**config.mk**
```make
export PLATFORM = sky130hd
export DESIGN_NAME = serial_shift_arbiter
export DESIGN_NICKNAME = d
export VERILOG_FILES = /design/src/rtl/serial_shift_arbiter.sv
export SDC_FILE = /design/constraint.sdc
export NUM_CORES = 1
export LEC_CHECK = 0
export ABC_AREA = 1
export BUFFER_PORTS_ARGS = -buffer_cell sky130_fd_sc_hd__buf_4
export CAP_MARGIN = 15
export CORE_ASPECT_RATIO = 0.5
export CORE_MARGIN = 2
export CORE_UTILIZATION = 40
export DETAILED_ROUTE_END_ITERATION = 8
export GPL_TIMING_DRIVEN = 0
export SETUP_SLACK_MARGIN = 0.05
export SYNTH_ARGS = -nofsm -noshare
export SYNTH_HDL_FRONTEND = slang
export SYNTH_SLANG_ARGS = --single-unit
```
**constraint.sdc**
```tcl
create_clock -name clk -period 1.8 [get_ports clk]
set_input_delay 0.27 -clock clk [delete_from_list [all_inputs] [get_ports clk]]
set_output_delay 0.27 -clock clk [all_outputs]
set_load 0.05 [all_outputs]
```
**src/rtl/serial_shift_arbiter.sv**
```systemverilog
// ---------------------------------------------------------------------------
// serial_shift_arbiter
//
// Shares one serial shift engine between the 7-segment chain and the LED
// chain. Each requester presents a parallel pattern and holds a level req;
// the engine grants round-robin, pulses the granted ack while capturing the
// pattern, shifts it out on the granted chain's clk/sout pins, then pulses
// that chain's latch enable (pen). The non-granted chain's clk/sout/pen
// stay at 0.
//
// Parameters
//   SEG_W  7-segment chain length in bits
//   LED_W  LED chain length in bits
//   DIV    shift-clock half-period in clk cycles (>= 1)
//
// Ports
//   clk, rstn                 system clock, asynchronous active-low reset
//   seg_req/seg_data/seg_ack  7-segment requester handshake and pattern
//   led_req/led_data/led_ack  LED requester handshake and pattern
//   busy                      high while a transfer is in LOAD/SHIFT/LATCH
//   seg_clk/seg_sout/seg_pen/seg_clrn  7-segment chain pins
//   led_clk/led_sout/led_pen/led_clrn  LED chain pins
//
// Build option
//   SERIAL_LSB_FIRST_EN  when defined, patterns are shifted LSB-first
//                        (LSB-aligned register shifting right); otherwise
//                        MSB-first. Timing and handshake are identical.
//
// All outputs are registered: the output decode works on next-cycle state,
// so each pin register holds the value belonging to the current state.
// ---------------------------------------------------------------------------
module serial_shift_arbiter #(
    parameter int unsigned SEG_W = 64,
    parameter int unsigned LED_W = 16,
    parameter int unsigned DIV   = 2
) (
    input  logic             clk,
    input  logic             rstn,
    input  logic             seg_req,
    input  logic [SEG_W-1:0] seg_data,
    output logic             seg_ack,
    input  logic             led_req,
    input  logic [LED_W-1:0] led_data,
    output logic             led_ack,
    output logic             busy,
    output logic             seg_clk,
    output logic             seg_sout,
    output logic             seg_pen,
    output logic             seg_clrn,
    output logic             led_clk,
    output logic             led_sout,
    output logic             led_pen,
    output logic             led_clrn
);

    localparam int unsigned MAX_W = (SEG_W > LED_W) ? SEG_W : LED_W;
    localparam int unsigned CNT_W = $clog2(MAX_W + 1);
    localparam int unsigned PH_N  = 2 * DIV;
    localparam int unsigned PH_W  = $clog2(PH_N);

    localparam logic G_SEG = 1'b0;
    localparam logic G_LED = 1'b1;

    typedef enum logic [1:0] {
        S_IDLE  = 2'd0,
        S_LOAD  = 2'd1,
        S_SHIFT = 2'd2,
        S_LATCH = 2'd3
    } state_t;

    // Control / datapath registers
    state_t             r_state;
    logic               r_grant;
    logic               r_last;
    logic [MAX_W-1:0]   r_sreg;
    logic [CNT_W-1:0]   r_bit_cnt;
    logic [PH_W-1:0]    r_ph_cnt;

    // Output registers
    logic               r_seg_ack;
    logic               r_led_ack;
    logic               r_busy;
    logic               r_seg_clk;
    logic               r_seg_sout;
    logic               r_seg_pen;
    logic               r_seg_clrn;
    logic               r_led_clk;
    logic               r_led_sout;
    logic               r_led_pen;
    logic               r_led_clrn;

    // Next-cycle values
    state_t             w_state_nxt;
    logic               w_grant_nxt;
    logic               w_last_nxt;
    logic [MAX_W-1:0]   w_sreg_nxt;
    logic [CNT_W-1:0]   w_bit_cnt_nxt;
    logic [PH_W-1:0]    w_ph_nxt;

    logic               w_seg_ack_nxt;
    logic               w_led_ack_nxt;
    logic               w_busy_nxt;
    logic               w_seg_clk_nxt;
    logic               w_seg_sout_nxt;
    logic               w_seg_pen_nxt;
    logic               w_led_clk_nxt;
    logic               w_led_sout_nxt;
    logic               w_led_pen_nxt;

    logic               w_ph_wrap;
    logic [MAX_W-1:0]   w_seg_load;
    logic [MAX_W-1:0]   w_led_load;
    logic [MAX_W-1:0]   w_sreg_shift;
    logic               w_sout_nxt;

    // Last phase of a bit period (or of the latch window)
    assign w_ph_wrap = (r_ph_cnt == PH_W'(PH_N - 1));

    // Bit-order dependent alignment, shift direction and emitted bit
`ifdef SERIAL_LSB_FIRST_EN
    assign w_seg_load   = MAX_W'(seg_data);
    assign w_led_load   = MAX_W'(led_data);
    assign w_sreg_shift = r_sreg >> 1;
    assign w_sout_nxt   = w_sreg_nxt[0];
`else
    assign w_seg_load   = MAX_W'(seg_data) << (MAX_W - SEG_W);
    assign w_led_load   = MAX_W'(led_data) << (MAX_W - LED_W);
    assign w_sreg_shift = r_sreg << 1;
    assign w_sout_nxt   = w_sreg_nxt[MAX_W-1];
`endif

    // State register
    always_ff @(posedge clk or negedge rstn) begin
        if (!rstn) begin
            r_state <= S_IDLE;
        end else begin
            r_state <= w_state_nxt;
        end
    end

    // Next-state logic
    always_comb begin
        w_state_nxt = r_state;
        case (r_state)
            S_IDLE: begin
                if (seg_req || led_req) begin
                    w_state_nxt = S_LOAD;
                end
            end
            S_LOAD: begin
                w_state_nxt = S_SHIFT;
            end
            S_SHIFT: begin
                // Last phase of the final bit
                if (w_ph_wrap && (r_bit_cnt <= CNT_W'(1))) begin
                    w_state_nxt = S_LATCH;
                end
            end
            S_LATCH: begin
                if (w_ph_wrap) begin
                    w_state_nxt = S_IDLE;
                end
            end
            default: begin
                w_state_nxt = S_IDLE;
            end
        endcase
    end

    // Grant, pointer, shift register and counters
    always_comb begin
        w_grant_nxt   = r_grant;
        w_last_nxt    = r_last;
        w_sreg_nxt    = r_sreg;
        w_bit_cnt_nxt = r_bit_cnt;
        w_ph_nxt      = r_ph_cnt;
        case (r_state)
            S_IDLE: begin
                w_ph_nxt = '0;
                // Both requesting: serve the channel not served last
                if (seg_req && led_req) begin
                    w_grant_nxt = ~r_last;
                end else if (led_req) begin
                    w_grant_nxt = G_LED;
                end else if (seg_req) begin
                    w_grant_nxt = G_SEG;
                end
            end
            S_LOAD: begin
                w_last_nxt = r_grant;
                w_ph_nxt   = '0;
                if (r_grant == G_LED) begin
                    w_sreg_nxt    = w_led_load;
                    w_bit_cnt_nxt = CNT_W'(LED_W);
                end else begin
                    w_sreg_nxt    = w_seg_load;
                    w_bit_cnt_nxt = CNT_W'(SEG_W);
                end
            end
            S_SHIFT: begin
                if (w_ph_wrap) begin
                    w_ph_nxt   = '0;
                    w_sreg_nxt = w_sreg_shift;
                    if (r_bit_cnt != '0) begin
                        w_bit_cnt_nxt = r_bit_cnt - CNT_W'(1);
                    end
                end else begin
                    w_ph_nxt = r_ph_cnt + PH_W'(1);
                end
            end
            S_LATCH: begin
                if (w_ph_wrap) begin
                    w_ph_nxt = '0;
                end else begin
                    w_ph_nxt = r_ph_cnt + PH_W'(1);
                end
            end
            default: begin
                w_ph_nxt = '0;
            end
        endcase
    end

    // Output decode of the next-cycle state
    always_comb begin
        w_seg_ack_nxt  = 1'b0;
        w_led_ack_nxt  = 1'b0;
        w_seg_clk_nxt  = 1'b0;
        w_seg_sout_nxt = 1'b0;
        w_seg_pen_nxt  = 1'b0;
        w_led_clk_nxt  = 1'b0;
        w_led_sout_nxt = 1'b0;
        w_led_pen_nxt  = 1'b0;
        w_busy_nxt     = (w_state_nxt != S_IDLE);
        case (w_state_nxt)
            S_LOAD: begin
                if (w_grant_nxt == G_LED) begin
                    w_led_ack_nxt = 1'b1;
                end else begin
                    w_seg_ack_nxt = 1'b1;
                end
            end
            S_SHIFT: begin
                // Shift clock low for the first DIV phases, high for the last DIV
                if (w_grant_nxt == G_LED) begin
                    w_led_clk_nxt  = (w_ph_nxt >= PH_W'(DIV));
                    w_led_sout_nxt = w_sout_nxt;
                end else begin
                    w_seg_clk_nxt  = (w_ph_nxt >= PH_W'(DIV));
                    w_seg_sout_nxt = w_sout_nxt;
                end
            end
            S_LATCH: begin
                if (w_grant_nxt == G_LED) begin
                    w_led_pen_nxt = 1'b1;
                end else begin
                    w_seg_pen_nxt = 1'b1;
                end
            end
            default: begin
                w_busy_nxt = 1'b0;
            end
        endcase
    end

    // Datapath registers; pointer resets to "LED served last"
    always_ff @(posedge clk or negedge rstn) begin
        if (!rstn) begin
            r_grant   <= G_SEG;
            r_last    <= G_LED;
            r_sreg    <= '0;
            r_bit_cnt <= '0;
            r_ph_cnt  <= '0;
        end else begin
            r_grant   <= w_grant_nxt;
            r_last    <= w_last_nxt;
            r_sreg    <= w_sreg_nxt;
            r_bit_cnt <= w_bit_cnt_nxt;
            r_ph_cnt  <= w_ph_nxt;
        end
    end

    // Output registers; clear lines release on the first edge after reset
    always_ff @(posedge clk or negedge rstn) begin
        if (!rstn) begin
            r_seg_ack  <= 1'b0;
            r_led_ack  <= 1'b0;
            r_busy     <= 1'b0;
            r_seg_clk  <= 1'b0;
            r_seg_sout <= 1'b0;
            r_seg_pen  <= 1'b0;
            r_seg_clrn <= 1'b0;
            r_led_clk  <= 1'b0;
            r_led_sout <= 1'b0;
            r_led_pen  <= 1'b0;
            r_led_clrn <= 1'b0;
        end else begin
            r_seg_ack  <= w_seg_ack_nxt;
            r_led_ack  <= w_led_ack_nxt;
            r_busy     <= w_busy_nxt;
            r_seg_clk  <= w_seg_clk_nxt;
            r_seg_sout <= w_seg_sout_nxt;
            r_seg_pen  <= w_seg_pen_nxt;
            r_seg_clrn <= 1'b1;
            r_led_clk  <= w_led_clk_nxt;
            r_led_sout <= w_led_sout_nxt;
            r_led_pen  <= w_led_pen_nxt;
            r_led_clrn <= 1'b1;
        end
    end

    assign seg_ack  = r_seg_ack;
    assign led_ack  = r_led_ack;
    assign busy     = r_busy;
    assign seg_clk  = r_seg_clk;
    assign seg_sout = r_seg_sout;
    assign seg_pen  = r_seg_pen;
    assign seg_clrn = r_seg_clrn;
    assign led_clk  = r_led_clk;
    assign led_sout = r_led_sout;
    assign led_pen  = r_led_pen;
    assign led_clrn = r_led_clrn;

endmodule

```
# Word level (Yosys, flattened, before mapping)
# Cells that the tools add are included.
# totals
in_bits	84
wordCells	75
out_inout_bits	11
regBits	87
# op_classes
bitwise	1
addsub	2
magnitude_cmp	2
n_reduce_logical	12
n_eq_ne	9
n_mux	32
# op_table
cell	n
$mux W64	2
$pmux W64 S2	1
$mux W7	3
$mux W1	19
$pmux W7 S2	1
$eq A2 B2 Y1 const B	5
$mux W2	4
$pmux W2 S4	1
$le A7 B1 Y1 const B	1
$reduce_bool A7 Y1	1
$sub A7 B1 Y7 const B	1
$eq A2 B1 Y1 const B	2
$ne A2 B2 Y1 const B	2
$pmux W2 S2	1
$reduce_bool A2 Y1	2
$reduce_or A2 Y1	2
$reduce_and A3 Y1	1
$reduce_or A3 Y1	1
$add A2 B1 Y2 const B	1
$ge A2 B2 Y1 const B	1
$logic_and A1 B1 Y1	2
$logic_not A2 Y1	1
$reduce_and A2 Y1	1
$logic_or A1 B1 Y1	1
$not A1 Y1	1

# Logic depth before layout (Yosys ltp)
# Gate-level depths: netlist (run 1).
# logic_depth
ltp_word	7
depth_mapped	10

# Worst setup path before layout (run 1)
# Ideal clock, no wire load.
# synth_timing
kind	register -> register
start	register r_state[1]
end	register r_sreg[60]
t_arrival_ns	1.424
path_slack_ns	0.256
stages_incl_launch_ff	9
required_time_ns	1.679
setup_time_ns	0.121
path_cell_list	dfrtp_1 > inv_1 > ha_1 > nor2_2 > inv_2 > nand3_2 > inv_2 > buf_6 > a22o_1
# synth_between
elab_chain_cells	3
word_cells_on_any_way	6
# synth_rtl
item	line	text
from (decl)	72	state_t r_state;
from (signal assigned)	137	r_state <= w_state_nxt;
$eq A2 B2 Y1 or $eq A2 B1 Y1 (tied branches)	177	case (r_state)
$ne A2 B2 Y1 (no line) or $reduce_bool A2 Y1 (tied branches)	-	
$reduce_and A2 Y1 (no line)	-	
to (signal assigned)	277	r_sreg <= w_sreg_nxt;
to (decl)	75	logic [MAX_W-1:0] r_sreg;
# Parallel ways exist; a longest one is shown, timed or not.
# A chain may end at the register's enable or synchronous reset.

# Worst setup path in the final report (run 1)
# layout_timing
start	register r_state[0]
end	register r_sreg[61]
# Same word-level chain as after synthesis.

==> results of run 1 <==
-- worst max-delay path, stage by stage (launching register included) --
cell,delay [ns]
dfrtp_1,0.40
buf_4,0.15
ha_4,0.17
nand2_1,0.14
clkinv_4,0.14
buf_2,0.22
nand2_1,0.08
nand3_1,0.06
a22o_1,0.19
-- layer usage --
metal  global-route usage  vias up  part of all wire
met5                    0        -                 0
met4              0.03925        0             0.011
met3              0.04585        9             0.035
met2               0.2766       53              0.45
met1               0.2517     1801              0.50
li1                     -     2031                 -
-- area by class of cell --
| class | instances | area [sq um] | share of cell area |
|---|---|---|---|
| plain buffers | 27 | 200.2 | 0.03456 |
| clock buffers | 11 | 232.7 | 0.04017 |
| well taps | 145 | 181.4 | 0.03132 |
| flip-flops and latches | 87 | 2180 | 0.3762 |
| clock inverters | 4 | 47.55 | 0.008207 |
| multi-input cells | 384 | 1898 | 0.3276 |
| repair buffers | 99 | 765.7 | 0.1322 |
| inverters | 74 | 287.8 | 0.04968 |
-- registers in the layout, summed over array words and instances, names as in the netlist --
register / count
busy: 1
led_ack: 1
led_clk: 1
led_clrn: 1
led_pen: 1
led_sout: 1
r_bit_cnt: 7
r_grant: 1
r_last: 1
r_ph_cnt: 2
r_sreg: 64
r_state: 2
seg_ack: 1
seg_clk: 1
seg_pen: 1
seg_sout: 1
-- final timing paths --
kind / cells past startpoint / slack (ns) / end
hold / removal: 3 / 0.21 / r_sreg[0]$_DFFE_PN0P_
min in group asynchronous: 2 / 0.37 / r_state[0]$_DFF_PN0_
hold reg to reg: 1 / 0.44 / r_ph_cnt[0]$_DFF_PN0_
setup / recovery: 8 / 0.13 / r_sreg[61]$_DFFE_PN0P_
setup reg to reg: 8 / 0.13 / r_sreg[61]$_DFFE_PN0P_
max in group asynchronous: 3 / 0.80 / r_sreg[11]$_DFFE_PN0P_
-- metrics by stage --
step	setup TNS [ns]	utilization
5_1_grt	0	0.5276
3_5_place_dp	-1.169	0.4900
4_1_cts	0	0.5176
2_1_floorplan	0	-
6_report	0	0.5276
3_3_place_gp	-0.7241	0.4900
-- cell usage after synthesis, drive strengths merged --
cell type | number | area [sq um]
xor2 | 2 | 17.52
conb | 1 | 3.750
a21oi | 4 | 20.02
nor2 | 23 | 88.84
o21ai | 100 | 538.0
o211ai | 1 | 7.510
nand2 | 196 | 762.0
a22o | 14 | 122.6
nor3 | 1 | 5.000
ha | 9 | 112.6
dfrtp | 86 | 2152
nand4 | 2 | 12.51
buf | 23 | 163.9
clkbuf | 4 | 16.26
inv | 74 | 280.3
o22ai | 1 | 6.260
dfstp | 1 | 26.28
nand3b | 1 | 7.510
nand3 | 29 | 150.1
-- cells by family after synthesis --
family                     after synthesis  share of synthesized area
and+or+nand+nor                        252                     0.2283
AOI/OAI and AO/OA                      120                     0.1546
buffers and inverters                  101                     0.1025
DFF                                     87                     0.4848
adders and majority gates                9                    0.02506
xor gates and xnor gates                 2                   0.003899
other                                    1                  0.0008346
-- timing repair --
action | CTS | global route
hold endpoints to repair | 0 | 20
gates resized for setup | 10 | 16
hold buffers | 0 | 1
buffers inserted | 0 | 3
setup endpoints to repair | 65 | 75
-- power by group through the flow --
stage,Combinational (mW),Sequential [mW],Clock [mW]
after floorplan,2.53,2.98,0
after global placement,3.61,2.88,0
after detailed placement,3.62,2.90,0
after CTS,3.68,2.87,1.85
after global routing,4.32,2.95,1.93
final,3.79,2.87,1.79
==> results.json, run 1 <==
{
  "p_int_mw": 5.061,
  "post-route-drc-count": 0,
  "hold_path.class": "in2reg",
  "die_w_microns": 153.9,
  "yosysSeqAreaShare": 0.4848,
  "htreeDepth": 3,
  "cp.arrival_ns": 1.89,
  "layout_common_cells": "nand2_1 (192), buf_4 (108), dfrtp_1 (85)",
  "drtIter0Drc": 163,
  "dr.pass1.iters": 4,
  "cts_root_buf": "clkbuf_16",
  "fin_skew_ns": 0.006411,
  "grt_overflow_total": 0,
  "hold_viol_final": 0,
  "worstPathRequired_ns": 2.02,
  "critPathCaptureType": "flop",
  "chipHeight_microns": 78.94,
  "p_comb_frac": 0.448,
  "placed_cell_area_sq_um": 5380,
  "grt_usage": 0.1778,
  "status": "finished clean",
  "yosysUniqueCellTypes": 31,
  "via_per_inst": 4.686,
  "setup-violations-final": 0,
  "netlist_area_sq_um": 4493,
  "area_growth_syn_to_layout_pct": 28.93,
  "routed-via-count": 3894,
  "start_util": 0.4092,
  "syn_avg_cell_area_sq_um": 7.855,
  "switching_share": 0.4014,
  "num_io_pins": 95,
  "rsz0062_at_grt": "yes",
  "synth_nets": 665,
  "cts_num_sinks": 87,
  "fill_cells": 1094,
  "fin_ws_ns": 0.1300,
  "power.total_mw": 8.455,
  "antenna_found_initial": 0,
  "power_frac_seq": 0.339,
  "hold_slack_ns": 0.2140,
  "grt_max_degree": 88,
  "clockBufferDepth": 2,
  "vdd_ir_drop_max_v": 0.0009422,
  "critPathLaunchType": "flop",
  "powerDensity_nw_per_um2": 1460,
  "row_count": 27,
  "final_common_cell": "nand2_1",
  "slew_violations": 0,
  "power_switching_mw": 3.394,
  "pre_cts_ws_ns": -0.1096,
  "detail-route-antenna-nets": 0,
  "r2r-start": "r_state[0]$_DFF_PN0_",
  "finalWirelength_microns": 10220,
  "io_buffers": 94,
  "finalCriticalPeriod_ns": 1.670,
  "path_class": "reg2reg",
  "place.gp.congestion": 0.7834,
  "crit_start": "r_state[0]$_DFF_PN0_",
  "synth_warnings": 0,
  "place_inst": 811,
  "routedWlPerCell_microns": 12.30,
  "postLayoutCellArea_sq_um": 5793,
  "core_sq_um": 10980,
  "dieArea_sq_um": 12150,
  "cts_inserted_buffers": 9,
  "grt_pass1_wl_microns": 17200,
  "cts_tree": "yes",
  "max_cap_violations": 0,
  "leakagePower_nw": 2.779,
  "final_nets": 775,
  "min_from": "seg_data[0]",
  "final_cells": 831,
  "clk_pin_slew_ns": 0.06,
  "clockPowerShare": 0.212,
  "grt_pass1_vias": 3549,
  "syn_inst": 572,
  "clock_latency_ns": 0.34,
  "dp_hpwl_microns": 7237,
  "drive_above_1_share": 0.2405,
  "timing.final.crit_share": 0.9278,
  "path_max_fanout": 10,
  "synth_seq_cells": 87,
  "diodes": 0,
  "max_freq_mhz": 598.8
}
Power figures use the tool's default switching activity.
==> run 2, diff against run 1 <==
--- a/config.mk
+++ b/config.mk
@@ -5,7 +5,6 @@
 export SDC_FILE = /design/constraint.sdc
 export NUM_CORES = 1
 export LEC_CHECK = 0
-export ABC_AREA = 1
 export BUFFER_PORTS_ARGS = -buffer_cell sky130_fd_sc_hd__buf_4
 export CAP_MARGIN = 15
 export CORE_ASPECT_RATIO = 0.5
==> run 2 against run 1 <==
The run now ends with negative setup slack left. Clock skew is 0.0027 ns higher. Sequential power is 8.7% higher. Total power is 19% higher. Global-route usage is 2.2 points higher. Area after synthesis is 7.0% lower. Die area is 6.7% lower. Core utilization is 8.2 points higher. Critical endpoint is now r_bit_cnt[3]$_DFFE_PN0P_. Largest cell class unchanged. Non-clock buffer count is 26 higher. Fmax is 9.5% lower. Worst setup slack worse by 0.17 ns. Design area is 7.1% higher. Flip-flop and latch count stayed put.
==> results.json, run 2 <==
{
  "layout_common_cells": "buf_4 (119), dfrtp_1 (84), a22oi_1 (59)",
  "start_util": 0.4105,
  "routedWlPerCell_microns": 16.42,
  "synth.area.top_cells": "dfrtp_1 (51%), a22oi_1 (11%), o21ai_0 (8.3%)",
  "place_inst": 649,
  "grt_max_degree": 88,
  "rrSetupSlack_ns": -0.04,
  "reg_top3": "r_sreg (64), r_bit_cnt (7)",
  "syn_inst": 415,
  "regMostFlops": "r_sreg",
  "violations": "negative setup slack",
  "seq_area_sq_um": 2181,
  "pre_cts_ws_ns": -0.4862,
  "fin_skew_ns": 0.009120,
  "grt_overflow_total": 0,
  "holdPathStages": 3,
  "synth_warnings": 0,
  "status": "complete, but fails checks",
  "max_freq_mhz": 542.2,
  "syn_avg_cell_area_sq_um": 10.07,
  "yosysSeqAreaShare": 0.5211,
  "fill_cells": 888,
  "synth_top_area_share": 0.5148,
  "dr.pass1.iters": 4,
  "antenna_found_initial": 0,
  "hold_viol_final": 0,
  "cpLargestDelayFamily": "simple AND/OR/NAND/NOR gates",
  "leakagePower_nw": 2.721,
  "via_per_inst": 5.330,
  "powerDensity_nw_per_um2": 1621,
  "critPathCaptureType": "flop",
  "drtIter0Drc": 236,
  "num_io_pins": 95,
  "hold_path.class": "in2reg",
  "grt_usage": 0.2001,
  "cts_num_sinks": 87,
  "area_growth_syn_to_layout_pct": 48.43,
  "critPathLaunchType": "flop",
  "slew_violations": 0,
  "multiInputGateArea_sq_um": 2158,
  "detail-route-antenna-nets": 0,
  "synth_ff_type": "dfrtp_1",
  "grt_pass1_vias": 3555,
  "yosysMostFrequentCell": "dfrtp_1",
  "synth-async-reset-ratio": 1.000,
  "dieArea_sq_um": 11330,
  "timing.final.crit_share": 1.025,
  "path_class": "reg2reg",
  "place.gp.congestion": 0.7679,
  "utilization": 0.6094,
  "path_max_fanout": 6,
  "io_buffers": 94,
  "drive_above_1_share": 0.4720,
  "grt_pass1_wl_microns": 17930,
  "synth_seq_cells": 87,
  "final_common_cell": "buf_4",
  "cp_num_buf_inv": 2,
  "netlist_area_sq_um": 4180,
  "synth_nets": 508,
  "htreeDepth": 3,
  "crit_chain": "ha_4 -> buf_8 -> and3b_2 -> a21o_4 -> buf_6 -> or3_4 -> a21oi_2",
  "cts_tree": "yes",
  "vdd_ir_drop_max_v": 0.0007650,
  "yosysTopAreaCell": "dfrtp_1",
  "chipHeight_microns": 76.29,
  "final_nets": 642,
  "cp.arrival_ns": 2.11,
  "die_w_microns": 148.6,
  "post-route-drc-count": 0,
  "fin_ws_ns": -0.04437,
  "max_cap_violations": 0,
  "finalCriticalPeriod_ns": 1.844,
  "row_count": 26,
  "diodes": 0,
  "final_cells": 693,
  "largest_reg_flops": 64,
  "routed-via-count": 3694,
  "worstPathRequired_ns": 2.07,
  "synth_edf_count": 0,
  "crit_path_top_delay_cell": "dfrtp_2",
  "rsz0062_at_grt": "yes",
  "cts_inserted_buffers": 9,
  "clock_latency_ns": 0.34,
  "cts_root_buf": "clkbuf_16",
  "synth_commonest_cells": "dfrtp_1 (86), nand2_1 (69), o21ai_0 (69)",
  "setup-violations-final": 3,
  "max_stage_delay_ns": 0.44,
  "yosysUniqueCellTypes": 45,
  "clk_pin_slew_ns": 0.07,
  "reg2reg_depth": 7,
  "dp_hpwl_microns": 6989,
  "path_depth": 7,
  "finalWirelength_microns": 11380,
  "clockBufferDepth": 2,
  "core_sq_um": 10180
}
[run 2: final timing paths]
kind                                       startpoint                  endpoint
worst max-delay path             r_state[1]$_DFF_PN0_  r_bit_cnt[3]$_DFFE_PN0P_
worst min-delay path                     seg_data[30]    r_sreg[30]$_DFFE_PN0P_
worst max register to register   r_state[1]$_DFF_PN0_  r_bit_cnt[3]$_DFFE_PN0P_
worst min register to register  r_ph_cnt[0]$_DFF_PN0_     r_ph_cnt[0]$_DFF_PN0_
max in group asynchronous                        rstn  r_bit_cnt[0]$_DFFE_PN0P_
min in group asynchronous                        rstn    r_sreg[42]$_DFFE_PN0P_
[run 2: stage by stage]
stage | hold WS [ns] | cell area [sq um] | TNS, ns | power (mW)
2_1_floorplan | -0.02559 | 4189 | 0 | 5.223
3_3_place_gp | 0.4289 | 5070 | -26.93 | 6.153
3_5_place_dp | 0.4295 | 5070 | -28.46 | 6.201
4_1_cts | 0.1942 | 5742 | -0.02920 | 9.181
5_1_grt | 0.2119 | 6205 | -0.4890 | 10.68
6_report | 0.1964 | 6205 | -0.07443 | 10.06
[run 2: cell type report]
type | count | area share
tap | 140 | 0.02823
multi-input combinational | 291 | 0.3479
inverter | 8 | 0.004840
timing repair buffer | 121 | 0.1575
clock inverter | 5 | 0.02077
clock buffer | 10 | 0.03852
buffer | 31 | 0.05082
sequential | 87 | 0.3515
[run 2: cell families after synthesis]
kind of cell,Yosys count,share of synthesized area
other,1,0.0008971
adder cells (fa/ha/maj),9,0.02694
multiplexers,19,0.05058
flip-flops,87,0.5211
AND/OR/NAND/NOR,113,0.1299
buffers and inverters,39,0.04370
AO/OA/AOI/OAI,145,0.2227
XOR/XNOR,2,0.004191
[run 2: worst reg2reg max path, delay by kind of cell, from the launching register on]
kind            cells  cell delay [ns]
compound gates      2             0.37
buf+inv             2             0.24
simple gates        2             0.55
fa+ha+maj           1             0.17
flops               1             0.44
[run 2: timing repair]
| action | CTS | global route |
|---|---|---|
| endpoints found under the setup margin | 78 | 79 |
| cloned | 2 | 2 |
| buffers inserted | 16 | 7 |
| resized for setup | 54 | 137 |
| pin swaps | 9 | 12 |
| hold endpoints to repair | 0 | 20 |
| hold buffers | 0 | 1 |
[run 2: power breakdown]
part | internal (mW) | switching [mW] | total, mW
clock network | 1.53 | 0.778 | 2.31
logic | 2.12 | 2.51 | 4.63
registers | 2.63 | 0.487 | 3.12
total | 6.28 | 3.78 | 10.1
[run 2: metal layers]
metal  routed length (microns)  up-vias  share of wire  track usage
met5                         0        -              0            0
met4                        99        0         0.0087      0.06000
met3                       606       10          0.053      0.06168
met2                      5310       92           0.47       0.2907
met1                      5364     1820           0.47       0.2874
li1                          -     1772              -            -
==> run 3, diff against run 2 <==
--- a/config.mk
+++ b/config.mk
@@ -10,6 +10,7 @@
 export CORE_ASPECT_RATIO = 0.5
 export CORE_MARGIN = 2
 export CORE_UTILIZATION = 40
+export CTS_BUF_LIST = sky130_fd_sc_hd__clkbuf_8
 export DETAILED_ROUTE_END_ITERATION = 8
 export GPL_TIMING_DRIVEN = 0
 export SETUP_SLACK_MARGIN = 0.05
==> run 3 against run 2 <==
The flow still finishes with violations (negative setup slack). Design area down 5.9%. Final cell count down 0.72%. Via count down 2.2%. Non-clock buffer count down 5. Flip-flop and latch count unchanged.
==> results.json, run 3 (synthesized netlist as in run 2, its figures left out) <==
{
  "postLayoutCellArea_sq_um": 5837,
  "dieArea_sq_um": 11330,
  "rsz0062_at_grt": "yes",
  "grt_usage": 0.1962,
  "dp_hpwl_microns": 6989,
  "p_comb_frac": 0.458,
  "start_util": 0.4105,
  "diodes": 0,
  "final_nets": 637,
  "pre_cts_ws_ns": -0.4862,
  "hold_path.class": "in2reg",
  "hold_viol_final": 0,
  "path_class": "reg2reg",
  "finalCriticalPeriod_ns": 1.840,
  "antenna_found_initial": 0,
  "cts_root_buf": "clkbuf_8",
  "p_int_mw": 5.587,
  "final_cells": 688,
  "layout_common_cells": "buf_4 (121), dfrtp_1 (84), nand2_1 (69)",
  "area_growth_syn_to_layout_pct": 39.63,
  "crit_chain": "inv_1 -> ha_1 -> and3b_2 -> a21o_4 -> buf_6 -> or3_4 -> a21oi_2",
  "critPathCaptureType": "flop",
  "htreeDepth": 3,
  "clockPowerShare": 0.201,
  "max_freq_mhz": 543.4,
  "chipHeight_microns": 76.29,
  "place_inst": 649,
  "power_switching_mw": 3.418,
  "powerDensity_nw_per_um2": 1543,
  "cts_inserted_buffers": 9,
  "fill_cells": 926,
  "regMostFlops": "r_sreg",
  "status": "complete, but fails checks",
  "crit_path_top_delay_cell": "dfrtp_2",
  "grt_pass1_vias": 3504,
  "largest_reg_flops": 64,
  "place.gp.congestion": 0.7679,
  "fin_skew_ns": 0.009650,
  "drtIter0Drc": 246,
  "clockBufferDepth": 2,
  "reg_top3": "r_sreg (64), r_bit_cnt (7)",
  "clock_latency_ns": 0.37,
  "utilization": 0.5732,
  "worstPathRequired_ns": 2.10,
  "post-route-drc-count": 0,
  "final_common_cell": "buf_4",
  "cts_tree": "yes",
  "grt_overflow_total": 0,
  "switching_share": 0.3796,
  "leakagePower_nw": 2.583,
  "max_stage_delay_ns": 0.42,
  "routedWlPerCell_microns": 15.53,
  "dr.pass1.iters": 4,
  "core_sq_um": 10180,
  "path_max_fanout": 6,
  "die_w_microns": 148.6,
  "grt_max_degree": 88,
  "placed_cell_area_sq_um": 5070,
  "grt_pass1_wl_microns": 17620,
  "tns_ns": -0.04039,
  "fin_ws_ns": -0.04039,
  "seq_area_sq_um": 2181,
  "slew_violations": 0,
  "timing.final.crit_share": 1.022,
  "detail-route-antenna-nets": 0,
  "num_io_pins": 95,
  "violations": "negative setup slack",
  "vdd_ir_drop_max_v": 0.0006248,
  "cts_num_sinks": 87,
  "clk_pin_slew_ns": 0.09,
  "max_cap_violations": 0,
  "setup-violations-final": 1,
  "critPathLaunchType": "flop",
  "power_frac_seq": 0.341,
  "multiInputGateArea_sq_um": 1994,
  "routed-via-count": 3614,
  "io_buffers": 94,
  "row_count": 26,
  "cp.arrival_ns": 2.14,
  "via_per_inst": 5.253,
  "drive_above_1_share": 0.3832,
  "finalWirelength_microns": 10690
}
## run 3: cell types whose count changed in the layout (fill, tap and decap cells not counted), moves of 4 or more
cell	delta
clkbuf_8	+10
o21ai_1	-16
nand2_1	+29
clkbuf_16	-11
o21ai_2	-13
o21ai_0	+29
buf_12	-4
nand2_2	-27
## run 3: power groups by stage
stage,clock [mW],sequential (mW),combinational (mW)
2_1_floorplan,0,3.23,2.00
3_3_place_gp,0,3.07,3.09
3_5_place_dp,0,3.08,3.12
4_1_cts,1.86,3.05,3.77
5_1_grt,1.94,3.16,4.55
6_report,1.81,3.07,4.13
## run 3: worst paths after layout
kind | startpoint | to | slack [ns] | cells past startpoint
max | r_bit_cnt[0]$_DFFE_PN0P_ | r_bit_cnt[3]$_DFFE_PN0P_ | -0.04 | 7
min | seg_data[8] | r_sreg[8]$_DFFE_PN0P_ | 0.18 | 3
max reg2reg | r_bit_cnt[0]$_DFFE_PN0P_ | r_bit_cnt[3]$_DFFE_PN0P_ | -0.04 | 7
min reg2reg | r_ph_cnt[0]$_DFF_PN0_ | r_ph_cnt[0]$_DFF_PN0_ | 0.45 | 1
max in group asynchronous | rstn | r_last$_DFFE_PN1P_ | 0.82 | 3
min in group asynchronous | rstn | r_sreg[42]$_DFFE_PN0P_ | 0.33 | 2
## run 3: final cells by class
cell class / instances / share of cell area
Sequential cell: 87 / 0.3736
Clock buffer: 10 / 0.02358
Multi-Input combinational cell: 291 / 0.3417
Timing Repair Buffer: 117 / 0.1569
Clock inverter: 5 / 0.02208
Inverter: 8 / 0.005145
Tap cell: 140 / 0.03001
Buffer: 30 / 0.04695
## run 3: per-stage QoR
| step | hold slack (ns) | total power, mW |
|---|---|---|
| floorplan | -0.02559 | 5.223 |
| global placement | 0.4289 | 6.153 |
| detailed placement | 0.4295 | 6.201 |
| CTS | 0.1497 | 8.680 |
| global route | 0.1848 | 9.647 |
| finish | 0.1786 | 9.005 |
## run 3: repair_timing
| item | in CTS | in global routing |
|---|---|---|
| pin swaps | 8 | 6 |
| cloned | 2 | 0 |
| buffers inserted | 15 | 6 |
| hold buffers | 0 | 1 |
| endpoints found under the hold margin | 0 | 20 |
| endpoints found under the setup margin | 78 | 79 |
| resized for setup | 57 | 50 |
## run 3: routing by layer
| layer | up-vias | track usage | wire, microns |
|---|---|---|---|
| li1 | 1759 | - | - |
| met1 | 1758 | 0.2828 | 5032 |
| met2 | 89 | 0.2833 | 4789 |
| met3 | 8 | 0.06407 | 781 |
| met4 | 0 | 0.05429 | 84 |
| met5 | - | 0 | 0 |
## run 3: critical path, delay by kind of cell, from the launching register on
| kind | cells | cell delay (ns) |
|---|---|---|
| AND/OR/NAND/NOR | 2 | 0.57 |
| flip-flops | 1 | 0.42 |
| AO/OA/AOI/OAI | 2 | 0.37 |
| adder cells (fa/ha/maj) | 1 | 0.23 |
| buffers and inverters | 2 | 0.19 |
